[src/rtl/fizzbuzz_stream.sv]
// fizzbuzz_stream: walks an inclusive number range and streams each number with
// divisibility flags, using residue counters seeded by a bit-serial remainder pass.

module fizzbuzz_residue #(
    parameter int unsigned DIV = 3
) (
    input  logic clk,
    input  logic rst,
    input  logic clr_i,
    input  logic shift_i,
    input  logic bit_i,
    input  logic step_i,
    output logic zero_o
);
    localparam int RW = $clog2(DIV);
    localparam logic [RW:0]   DIVX = (RW+1)'(DIV);
    localparam logic [RW-1:0] DMAX = RW'(DIV - 1);

    logic [RW-1:0] rem_q, rem_d;
    logic [RW:0]   wide;

    always_comb begin
        rem_d = rem_q;
        wide  = {rem_q, bit_i};
        if (clr_i)
            rem_d = '0;
        else if (shift_i)
            rem_d = (wide >= DIVX) ? RW'(wide - DIVX) : wide[RW-1:0];
        else if (step_i)
            rem_d = (rem_q == DMAX) ? '0 : rem_q + RW'(1);
    end

    // Flag of the value the residue holds after this edge.
    assign zero_o = (rem_d == '0);

    always_ff @(posedge clk or posedge rst) begin
        if (rst) rem_q <= '0;
        else     rem_q <= rem_d;
    end
endmodule

module fizzbuzz_stream #(
    parameter int          WIDTH = 8,
    parameter int unsigned DIV_A = 3,
    parameter int unsigned DIV_B = 5
) (
    input  logic             clk,
    input  logic             rst,
    input  logic             start,
    input  logic             abort,
    input  logic [WIDTH-1:0] first,
    input  logic [WIDTH-1:0] last,
    output logic             busy,
    output logic             out_valid,
    input  logic             out_ready,
    output logic [WIDTH-1:0] out_number,
    output logic             out_fizz,
    output logic             out_buzz,
    output logic             out_last,
    output logic             done
);
    localparam int CW = $clog2(WIDTH + 1);
    localparam logic [1:0] S_IDLE = 2'd0;
    localparam logic [1:0] S_INIT = 2'd1;
    localparam logic [1:0] S_RUN  = 2'd2;

    logic [1:0]       state_q, state_d;
    logic [CW-1:0]    cnt_q, cnt_d;
    logic [WIDTH-1:0] last_q, last_d, num_q, num_d;
    logic             fizz_q, fizz_d, buzz_q, buzz_d, lastf_q, lastf_d, done_q, done_d;
    logic             clr, shift, step, zero_a, zero_b;

    fizzbuzz_residue #(.DIV(DIV_A)) u_res_a (
        .clk(clk), .rst(rst), .clr_i(clr), .shift_i(shift), .bit_i(num_q[WIDTH-1]),
        .step_i(step), .zero_o(zero_a)
    );
    fizzbuzz_residue #(.DIV(DIV_B)) u_res_b (
        .clk(clk), .rst(rst), .clr_i(clr), .shift_i(shift), .bit_i(num_q[WIDTH-1]),
        .step_i(step), .zero_o(zero_b)
    );

    always_comb begin
        state_d = state_q;
        cnt_d   = cnt_q;
        last_d  = last_q;
        num_d   = num_q;
        fizz_d  = fizz_q;
        buzz_d  = buzz_q;
        lastf_d = lastf_q;
        done_d  = 1'b0;
        clr     = 1'b0;
        shift   = 1'b0;
        step    = 1'b0;
        case (state_q)
            S_IDLE: if (start) begin
                if (first <= last) begin
                    state_d = S_INIT;
                    num_d   = first;
                    last_d  = last;
                    cnt_d   = CW'(WIDTH);
                    clr     = 1'b1;
                end else begin
                    done_d = 1'b1;
                end
            end
            S_INIT: begin
                if (abort) begin
                    state_d = S_IDLE;
                end else if (cnt_q != '0) begin
                    // Rotating feeds bits MSB first and leaves first intact after WIDTH steps.
                    shift = 1'b1;
                    cnt_d = cnt_q - CW'(1);
                    num_d = {num_q[WIDTH-2:0], num_q[WIDTH-1]};
                end else begin
                    state_d = S_RUN;
                    fizz_d  = zero_a;
                    buzz_d  = zero_b;
                    lastf_d = (num_q == last_q);
                end
            end
            S_RUN: begin
                if (abort) begin
                    state_d = S_IDLE;
                end else if (out_ready) begin
                    if (lastf_q) begin
                        state_d = S_IDLE;
                        done_d  = 1'b1;
                    end else begin
                        step    = 1'b1;
                        num_d   = num_q + WIDTH'(1);
                        fizz_d  = zero_a;
                        buzz_d  = zero_b;
                        lastf_d = (num_d == last_q);
                    end
                end
            end
            default: state_d = S_IDLE;
        endcase
    end

    always_ff @(posedge clk or posedge rst) begin
        if (rst) begin
            state_q <= S_IDLE;
            cnt_q   <= '0;
            last_q  <= '0;
            num_q   <= '0;
            fizz_q  <= 1'b0;
            buzz_q  <= 1'b0;
            lastf_q <= 1'b0;
            done_q  <= 1'b0;
        end else begin
            state_q <= state_d;
            cnt_q   <= cnt_d;
            last_q  <= last_d;
            num_q   <= num_d;
            fizz_q  <= fizz_d;
            buzz_q  <= buzz_d;
            lastf_q <= lastf_d;
            done_q  <= done_d;
        end
    end

    assign busy       = (state_q != S_IDLE);
    assign out_valid  = (state_q == S_RUN);
    assign out_number = num_q;
    assign out_fizz   = fizz_q;
    assign out_buzz   = buzz_q;
    assign out_last   = lastf_q;
    assign done       = done_q;
endmodule

[config.mk]
export PLATFORM = sky130hd
export DESIGN_NAME = fizzbuzz_stream
export DESIGN_NICKNAME = d
export VERILOG_FILES = /design/src/rtl/fizzbuzz_stream.sv
export SDC_FILE = /design/constraint.sdc
export NUM_CORES = 1
export LEC_CHECK = 0
export ABC_CLOCK_PERIOD_IN_PS = 2700
export CAP_MARGIN = 20
export CORE_MARGIN = 5
export CORE_UTILIZATION = 41
export DETAILED_ROUTE_END_ITERATION = 6
export HOLD_SLACK_MARGIN = 0.06
export PLACE_DENSITY_LB_ADDON = 0.1
export SLEW_MARGIN = 40
export SYNTH_ARGS = -nofsm -noshare
export SYNTH_HDL_FRONTEND = slang
export SYNTH_SLANG_ARGS = --single-unit
export TNS_END_PERCENT = 100
[constraint.sdc]
create_clock -name clk -period 2.7 [get_ports clk]
set_input_delay 0.54 -clock clk [delete_from_list [all_inputs] [get_ports clk]]
set_output_delay 0.54 -clock clk [all_outputs]
set_load 0.02 [all_outputs]
==> flow_metrics.py <==
metrics = {
    "status": {
        "outcome": "complete, no violations",
    },
    "sta": {
        "hold_violations": 0,
        "rsz0062_at_grt": "false",
        "setup_viol": 0,
        "final.setup.tns_ns": 0,
        "worst_pin_slew_ns": 0.557,
        "fin_crit_ns": 2.50,
        "fin_worst_skew_ns": 0.00486,
        "maxSlewViolCount": 0,
        "fmax_mhz": 399,
        "max_slew_margin": 0.629,
        "finalCritPeriodShare": 0.928,
    },
    "worst_setup_path": {
        "worstPathArrival_ns": 2.66,
        "reg2regPathDepth": 8,
        "r2r_start": "state_q[1]$_DFFE_PP0P_",
        "worstSetupStartpointType": "primary input",
        "worst_setup_path_end_kind": "flop",
        "crit_path_end": "out_number[5]$_DFFE_PP0P_",
        "path_cells": "clkdlybuf4s50_1, inv_1, ha_1, buf_4, a21oi_1, a21oi_2, o31ai_4, nor2b_4, buf_12, mux2_4",
        "cp_max_fo": 8,
        "startpoint": "last[7]",
        "reg2reg_to": "out_number[5]$_DFFE_PP0P_",
        "critPathKind": "in2reg",
        "cp_slowest_cell": "clkdlybuf4s50_1",
        "r2r_slack_ns": 0.54,
        "crit_required_ns": 2.86,
        "slowest_delay_ns": 0.48,
    },
    "global_routing": {
        "first_global_vias": 2166,
        "overflow": 0,
        "grt_pass1_wl_microns": 10400,
        "antenna_found_initial": 0,
        "track_usage": 0.172,
        "grt_max_degree": 32,
    },
    "synthesis": {
        "synth_top_family_by_area": "compound AO/OA/AOI/OAI gates",
        "yosys-top-cells-count": "dfrtp_1, inv_1, nand2_1",
        "synth.area.top_cells": "dfrtp_1, ha_1, mux2_4",
        "synthSimpleGateAreaFrac": 0.172,
        "synth.ff_latch_count": 31,
        "synth_area_sq_um": 2520,
        "yosysWarnings": 0,
        "synth.area.mux_share": 0.0972,
        "syn_nets": 323,
        "synth_area_per_cell_sq_um": 8.94,
        "synth-compound-area-share": 0.188,
        "synth_edf_count": 0,
        "post_synth_num_cell_types": 56,
        "synth_most_common_cell": "dfrtp_1",
        "synth_flop_cell": "dfrtp_1",
        "synth_fa_ha_area_frac": 0.0992,
        "yosys.area.top_type_share": 0.308,
        "syn_inst": 282,
        "synthArstFlopShare": 1.00,
        "seq_area_frac_synth": 0.308,
        "yosys.area.top_type": "dfrtp_1",
        "synthXorXnorAreaFrac": 0.0660,
    },
    "cts": {
        "clkTransAtPathRegs_ns": 0.07,
        "clockBufferDepth": 2,
        "cts_tree": "yes",
        "cts_buffers": 5,
        "postCtsSetupBuffers": 0,
        "insertion_delay_ns": 0.28,
        "cts_hold_buf": 0,
        "htree_levels": 2,
        "cts_sinks": 31,
        "cts_resized": 0,
        "root_buffer": "clkbuf_8",
    },
    "place": {
        "io_buffers": 34,
        "place_area_sq_um": 3080,
        "dp.cells": 399,
        "gp_congestion": 0.822,
        "place_hpwl_microns": 4750,
    },
    "die": {
        "start_util": 0.424,
        "die_h_microns": 88.4,
        "boundaryPins": 35,
        "core_area_sq_um": 5960,
        "die-width_microns": 88.4,
        "rows": 28,
        "die-area_sq_um": 7820,
    },
    "cells_and_area": {
        "instances_no_fill": 407,
        "drive_gt1_frac": 0.172,
        "fin_nets": 372,
        "fin_util": 0.530,
        "diodes": 0,
        "final_cell_area_sq_um": 3160,
        "area_growth_pct": 25.2,
        "nFillCells": 591,
    },
    "routing": {
        "drtPass1Iterations": 4,
        "vias": 2158,
        "drc": 0,
        "drt-vias-per-instance": 5.30,
        "wl_per_cell_microns": 14.9,
        "drt_wl_total_microns": 6080,
        "ant_nets": 0,
        "drt_iter0_drc": 120,
    },
    "hold_path": {
        "worstHoldPathCells": 2,
        "hold_class": "reg2reg",
    },
    "power": {
        "powerDensity_nw_per_um2": 1090,
        "p_leak_nw": 1.42,
        "ir_drop_mv": 0.782,
        "total_power_w": 0.00344,
    },
    "flow_run": {
        "max_cap_violations": 0,
    },
}
layout make-up:
class                      instances  area, sq um  share of cell area
multi-input combinational        209         1570               0.496
sequential                        31          776               0.246
timing repair buffer              57          538               0.170
inverter                          27          101              0.0321
tap                               75         93.8              0.0297
clock buffer                       7         76.3              0.0242
clock inverter                     1         5.00             0.00158
cell families after synthesis:
group	Yosys count
and+or+nand+nor	82
AOI/OAI and AO/OA	68
buffers and inverters	42
DFF	31
muxes	20
adders and majority gates	20
xor gates and xnor gates	19
report_power, final:
group | switching (W) | internal [W]
Clock | 0.000169 | 0.000181
Combinational | 0.00104 | 0.00106
Sequential | 0.000306 | 0.000679
Total | 0.00152 | 0.00192
critical path, delay by kind of cell:
kind | cells | cell delay, ns
simple gates | 1 | 0.19
compound gates | 3 | 0.49
fa+ha+maj | 1 | 0.30
mux | 1 | 0.29
buf+inv | 4 | 0.84
cells in the final DEF (no fill, tap or decap), types with 2 or more instances in the layout:
cell type	count
nand4_2	2
nor2_1	20
a21oi_1	19
a211o_1	2
clkbuf_1	2
mux2_4	7
clkbuf_8	5
nand2_1	23
dfrtp_1	31
a22o_1	2
nand2b_1	4
nor3_2	2
o21ai_0	11
nand3_1	6
nor2b_1	2
nor3_1	8
buf_12	2
a21o_1	3
ha_1	20
nand3b_1	2
a22oi_1	6
clkdlybuf4s50_1	34
o211ai_1	3
xnor2_1	9
o22ai_1	2
mux2_2	8
a31oi_1	6
mux2i_1	5
nor4_1	2
buf_4	21
xor2_1	10
inv_1	27
registers in the layout (all words and copies together), names as in the netlist:
register	count
u_res_b.rem_q	3
out_buzz	1
done	1
out_last	1
last_q	8
out_number	8
u_res_a.rem_q	2
state_q	2
cnt_q	4
out_fizz	1
worst min path at each step:
| stage | from | end | slack [ns] |
|---|---|---|---|
| 3_5_place_dp | out_fizz$_DFFE_PP0P_ | out_fizz$_DFFE_PP0P_ | 0.48 |
| 3_3_place_gp | out_fizz$_DFFE_PP0P_ | out_fizz$_DFFE_PP0P_ | 0.47 |
| 4_1_cts | out_fizz$_DFFE_PP0P_ | out_fizz$_DFFE_PP0P_ | 0.49 |
| 6_report | out_fizz$_DFFE_PP0P_ | out_fizz$_DFFE_PP0P_ | 0.49 |
| 2_1_floorplan | cnt_q[3]$_DFFE_PP0P_ | cnt_q[3]$_DFFE_PP0P_ | 0.49 |
| 5_1_grt | out_fizz$_DFFE_PP0P_ | out_fizz$_DFFE_PP0P_ | 0.51 |
stage by stage:
stage               hold WS, ns  worst slack [ns]
global route              0.514            0.0523
floorplan                 0.489             0.338
CTS                       0.493             0.198
finish                    0.486             0.195
global placement          0.475           -0.0737
detailed placement        0.478            -0.103
routing by layer:
metal	vias to the layer above	global-route usage	wire [microns]
met5	-	0	0
met4	0	0.0371	56
met3	5	0.0317	173
met2	37	0.310	3090
met1	1028	0.214	2760
li1	1088	-	-
No activity file was read; power rests on OpenSTA's default activity.
==> RTL change 1: new RTL, same settings <==
Register the output `out_buzz` once more, with the module's reset; this adds one clock of latency there. The other outputs are not delayed to match.
--- a/src/rtl/fizzbuzz_stream.sv
+++ b/src/rtl/fizzbuzz_stream.sv
@@ -164,7 +164,13 @@
     assign out_valid  = (state_q == S_RUN);
     assign out_number = num_q;
     assign out_fizz   = fizz_q;
-    assign out_buzz   = buzz_q;
+    always_ff @(posedge clk or posedge rst) begin
+        if (rst) begin
+            out_buzz <= '0;
+        end else begin
+            out_buzz <= buzz_q;
+        end
+    end
     assign out_last   = lastf_q;
     assign done       = done_q;
 endmodule
Behaviour: no difference found for any inputs over 10 cycles, from zero or initial values and one cycle with rst high; that may be too few to reach the edited logic, so the function may still have changed.
==> RTL change 1 against the original RTL <==
- maximum frequency fell by 3.4%
- sequential cell count rose by 1
- synthesized area fell by 3.2%
- final area fell by 1.5%
- routed wire length fell by 1.1%
- count of clock-buffer cells in the layout did not move
- worst setup slack got worse by 0.088 ns
- power rose by 4.3%
- critical path type unchanged
- largest cell class unchanged
==> RTL change 1: results (changes against the original RTL) <==
- Outcome: finished clean
- Depth of the worst hold-timing path: 0 (-2)
- Multiplexer fraction of the synthesized cell area: 9.021% (-0.70 points)
- Number of nets at the end of the flow: 361 (-3.0%)
- Top area cells in the synthesized netlist: sky130_fd_sc_hd__dfrtp_1 (33%), sky130_fd_sc_hd__ha_1 (10%), sky130_fd_sc_hd__mux2_2 (7.4%)
- Switching power as a share of total power: 42.42% (-1.7 points)
- DRT iter0 DRCs: 47 (-61%)
- Routing usage on met1: 21.78% (+0.34 points)
- Met2 Wirelength: 2968 um (-3.8%)
- Met3 routing resource usage after global routing: 3.879% (+0.71 points)
- Power Sequential: 0.000986 W (about the same)
- Layout cell share with drive strength beyond 1: 17.76% (+0.59 points)
- Count of cell types in the netlist: 46 (-18%)
- Pin count of the biggest net entering global routing: 33 (+3.1%)
- Fill count: 573 (-3.0%)
- GRT met2 Usage: 29.12% (-1.9 points)
- Terminus of the critical flop-to-flop path: buzz_q
- Worst setup path endpoint: out_number[4]
- Post-synthesis adder-cell area fraction: 10.25% (+0.33 points)
- Most instantiated cells after synthesis: sky130_fd_sc_hd__dfrtp_1 (32), sky130_fd_sc_hd__nand2_1 (24)
- Leakage power summed over all cells: 1.332 nW (-6.3%)
- Length of routed wiring on met1: 2716 um (-1.7%)
- Max_slew headroom: 63.94% (+1.1 points)
- FF-to-FF Start: state_q[0]
- Routed length on met3: 214 um (+24%)
- Startpoint of the tightest hold check path: buzz_q
- Number of global-route vias before repair: 2,170 (+0.18%)
- Sequential share of the synthesized area: 32.80% (+2.0 points)
- Register-to-register setup slack: 0.31 ns (-0.23 ns)
- Wire length of the first global-routing pass: 10,310 um (-1.3%)
- Crit. Startpoint: last[3]
- Net count of the mapped netlist: 315 (-2.5%)
- Last weighted congestion value of the routability-driven placer: 0.8596 (+4.6%)
- Per-cell via count in the routed design: 5.283 (-0.37%)
- Hold EP: out_buzz
- Final routed wire length divided by cell count: 15.18 um (+1.6%)
- CP max FO: 5 (-3)
[RTL change 1: final cells by class]
class	instances	share of cell area, %
clock buffers	7	3.096
clock inverters	1	0.9650
inverters	20	2.413
multi-input cells	206	48.57
flip-flops and latches	32	25.73
well taps	75	3.016
repair buffers	55	16.20
[RTL change 1: cells by family after synthesis]
logic type | Yosys count
AO/OA/AOI/OAI | 58
flip-flops | 32
multiplexers | 20
buffers and inverters | 36
AND/OR/NAND/NOR | 88
XOR/XNOR | 20
adder cells (fa/ha/maj) | 20
[RTL change 1: per-stage QoR]
stage	hold WS [ns]	util (%)	std cells	area, sq um	setup slack, ns
2_1_floorplan	0.3543	-	274	2441	0.1830
3_3_place_gp	0.3717	50.43	386	2950	-0.3006
3_5_place_dp	0.3631	50.43	386	2950	-0.3269
4_1_cts	0.3789	52.59	394	3077	0.005221
5_1_grt	0.3954	53.19	396	3112	0.01625
6_report	0.3777	53.19	396	3112	0.1073
==> RTL change 2: new RTL, config.mk and constraints unchanged <==
Made on the original files. Change the parameter `DIV_B` from 5 to 10.
--- a/src/rtl/fizzbuzz_stream.sv
+++ b/src/rtl/fizzbuzz_stream.sv
@@ -42,7 +42,7 @@
 module fizzbuzz_stream #(
     parameter int          WIDTH = 8,
     parameter int unsigned DIV_A = 3,
-    parameter int unsigned DIV_B = 5
+    parameter int unsigned DIV_B = 10
 ) (
     input  logic             clk,
     input  logic             rst,
Function: same outputs for any inputs over 10 cycles, from zero or initial values and one cycle with rst high; that may be too few to reach the edited logic, so the function may still have changed.
==> RTL change 2 against the original RTL <==
- worst setup slack better by 0.12 ns
- die area is 0.35% higher
- sequential cell count rose by 1
- synthesized area up 0.40%
- via count increased by 5.9%
- first-iteration DRC count fell by 22%
- routed wire length is 4.0% higher
- final area fell by 3.1%
- power is 6.5% higher
- clock power rose by 3%
- combinational power up 5%
- sequential share of layout area up 1.6 points
- synthesized cell count is 3.9% higher
- register-to-register slack gained 0.16 ns
- largest cell class unchanged
- largest power group unchanged
- highest routed layer unchanged
==> RTL change 2: results (changes against the original RTL) <==
- Clock transition at the register clock pins on the worst setup and hold paths after CTS: 0.07 ns (about the same)
- Net count of the mapped netlist: 333 (+3.1%)
- Depth of the worst hold-timing path: 1 (-1)
- Final routed wire length divided by cell count: 15.69 um (+5.0%)
- Pin count of the biggest net entering global routing: 33 (+3.1%)
- Share of synthesized registers carrying an async set or reset: 100.0% (unchanged)
- Number of buffers created by CTS: 5 (unchanged)
- Signal arrival time at the worst endpoint: 2.55 ns (-0.11 ns)
- Most instantiated cells after synthesis: sky130_fd_sc_hd__dfrtp_1 (32), sky130_fd_sc_hd__nand2_1 (25), sky130_fd_sc_hd__inv_1 (20)
- Max Clock Skew: 0.01040 ns (+0.005542 ns)
- Count of cell types in the netlist: 58 (+3.6%)
- Per-cell via count in the routed design: 5.672 (+7.0%)
- Sequential share of the synthesized area: 31.62% (+0.87 points)
- Wire length of the first global-routing pass: 10,540 um (+0.93%)
- Outcome: finished clean
- Depth of the CTS H-tree: 2 (unchanged)
- Setup Buffers After CTS: 0 (unchanged)
- Routing usage on met1: 21.83% (+0.39 points)
- Layout cell share with drive strength beyond 1: 8.232% (-8.9 points)
- Peak VDD IR: 0.0004545 V (-42%)
- GRT met2 Usage: 29.98% (-1.0 points)
- Number of cells on the worst reg-to-reg path: 6 (-2)
- All-Layer GR Usage: 17.03% (-0.21 points)
- DP HPWL: 4823 um (+1.5%)
- Leakage power summed over all cells: 1.253 nW (-12%)
- Post-Place Cell Area: 0.002984 sq mm (-3.0%)
- Port-buffer cells: 34 (unchanged)
- Classification of the worst-slack hold path: reg -> reg
- Antenna violations before repair: 0 (unchanged)
- Max_slew headroom: 63.76% (+0.87 points)
- Maximum clock insertion buffer count: 2 (unchanged)
- Last weighted congestion value of the routability-driven placer: 0.8309 (+1.1%)
- Number of global-route vias before repair: 2,202 (+1.7%)
- Diode insertion count for antenna repair: 0 (unchanged)
- Top area cells in the synthesized netlist: sky130_fd_sc_hd__dfrtp_1 (32%), sky130_fd_sc_hd__ha_1 (9.4%), sky130_fd_sc_hd__mux2_1 (6.2%)
- Number of nets at the end of the flow: 368 (-1.1%)
- DRT iter0 DRCs: 94 (-22%)
- CP max FO: 7 (-1)
- Met3 routing resource usage after global routing: 2.328% (-0.84 points)
- Source-to-sink clock delay at the later pin of the worst-skew pair: 0.29 ns
- Buffer cell driving the clock tree root: sky130_fd_sc_hd__clkbuf_8
- Remaining global-route overflow: 0 (unchanged)
- Pre-antenna DRT Iters: 4 (unchanged)
- YS warnings: 0 (unchanged)
- Main flop type after synthesis: sky130_fd_sc_hd__dfrtp_1
- CTS resizes: 0 (unchanged)
## RTL change 2: layout make-up
cell class                 instances  area (sq um)
fill                             615          2894
multi-input combinational        223          1579
sequential                        32         800.8
timing repair buffer              44         427.9
tap                               75         93.84
inverter                          22         82.58
clock buffer                       6         72.57
clock inverter                     1         5.005
## RTL change 2: logic make-up (layout without fill, tap and decap cells)
logic type | count (synthesis) | in the layout | synth area share, %
xor+xnor | 13 | 13 | 4.496
simple gates | 95 | 95 | 20.70
buf+inv | 38 | 73 | 6.027
compound gates | 79 | 79 | 20.36
flops | 32 | 32 | 31.62
mux | 17 | 17 | 7.411
fa+ha+maj | 19 | 19 | 9.387
## RTL change 2: final timing paths
path | from | to | slack, ns
worst max-delay path | last[5] | out_number[3] | 0.32
worst min-delay path | last_q[3] | last_q[3] | 0.51
worst max register to register | out_number[0] | out_last | 0.70
worst min register to register | last_q[3] | last_q[3] | 0.51
max in group asynchronous | rst | out_last | 1.73
min in group asynchronous | rst | last_q[7] | 0.65
## RTL change 2: stage by stage
stage	setup slack (ns)	std cells
6_report	0.3173	403
5_1_grt	0.1644	403
4_1_cts	0.2897	403
3_5_place_dp	-0.02206	396
3_3_place_gp	0.01367	396
2_1_floorplan	0.5847	293
## RTL change 2: where the power goes
| group | switching (W) | internal [W] |
|---|---|---|
| clock | 0.000184 | 0.000175 |
| combinational | 0.00118 | 0.00104 |
| sequential | 0.000374 | 0.000717 |
## RTL change 2: routing by layer
metal	share of wire (%)	up-vias
met4	1.1	0
met3	4.1	7
li1	-	1134
met1	47	1097
met5	0	-
met2	48	48
## RTL change 2: worst max-delay path, cell delays in order
cell	delay (ns)
sky130_fd_sc_hd__clkdlybuf4s50_1	0.48
sky130_fd_sc_hd__inv_1	0.05
sky130_fd_sc_hd__ha_1	0.28
sky130_fd_sc_hd__nand4_1	0.13
sky130_fd_sc_hd__nand2b_1	0.18
sky130_fd_sc_hd__a21oi_2	0.26
sky130_fd_sc_hd__o21ai_4	0.11
sky130_fd_sc_hd__nand2_2	0.17
sky130_fd_sc_hd__mux2_1	0.35
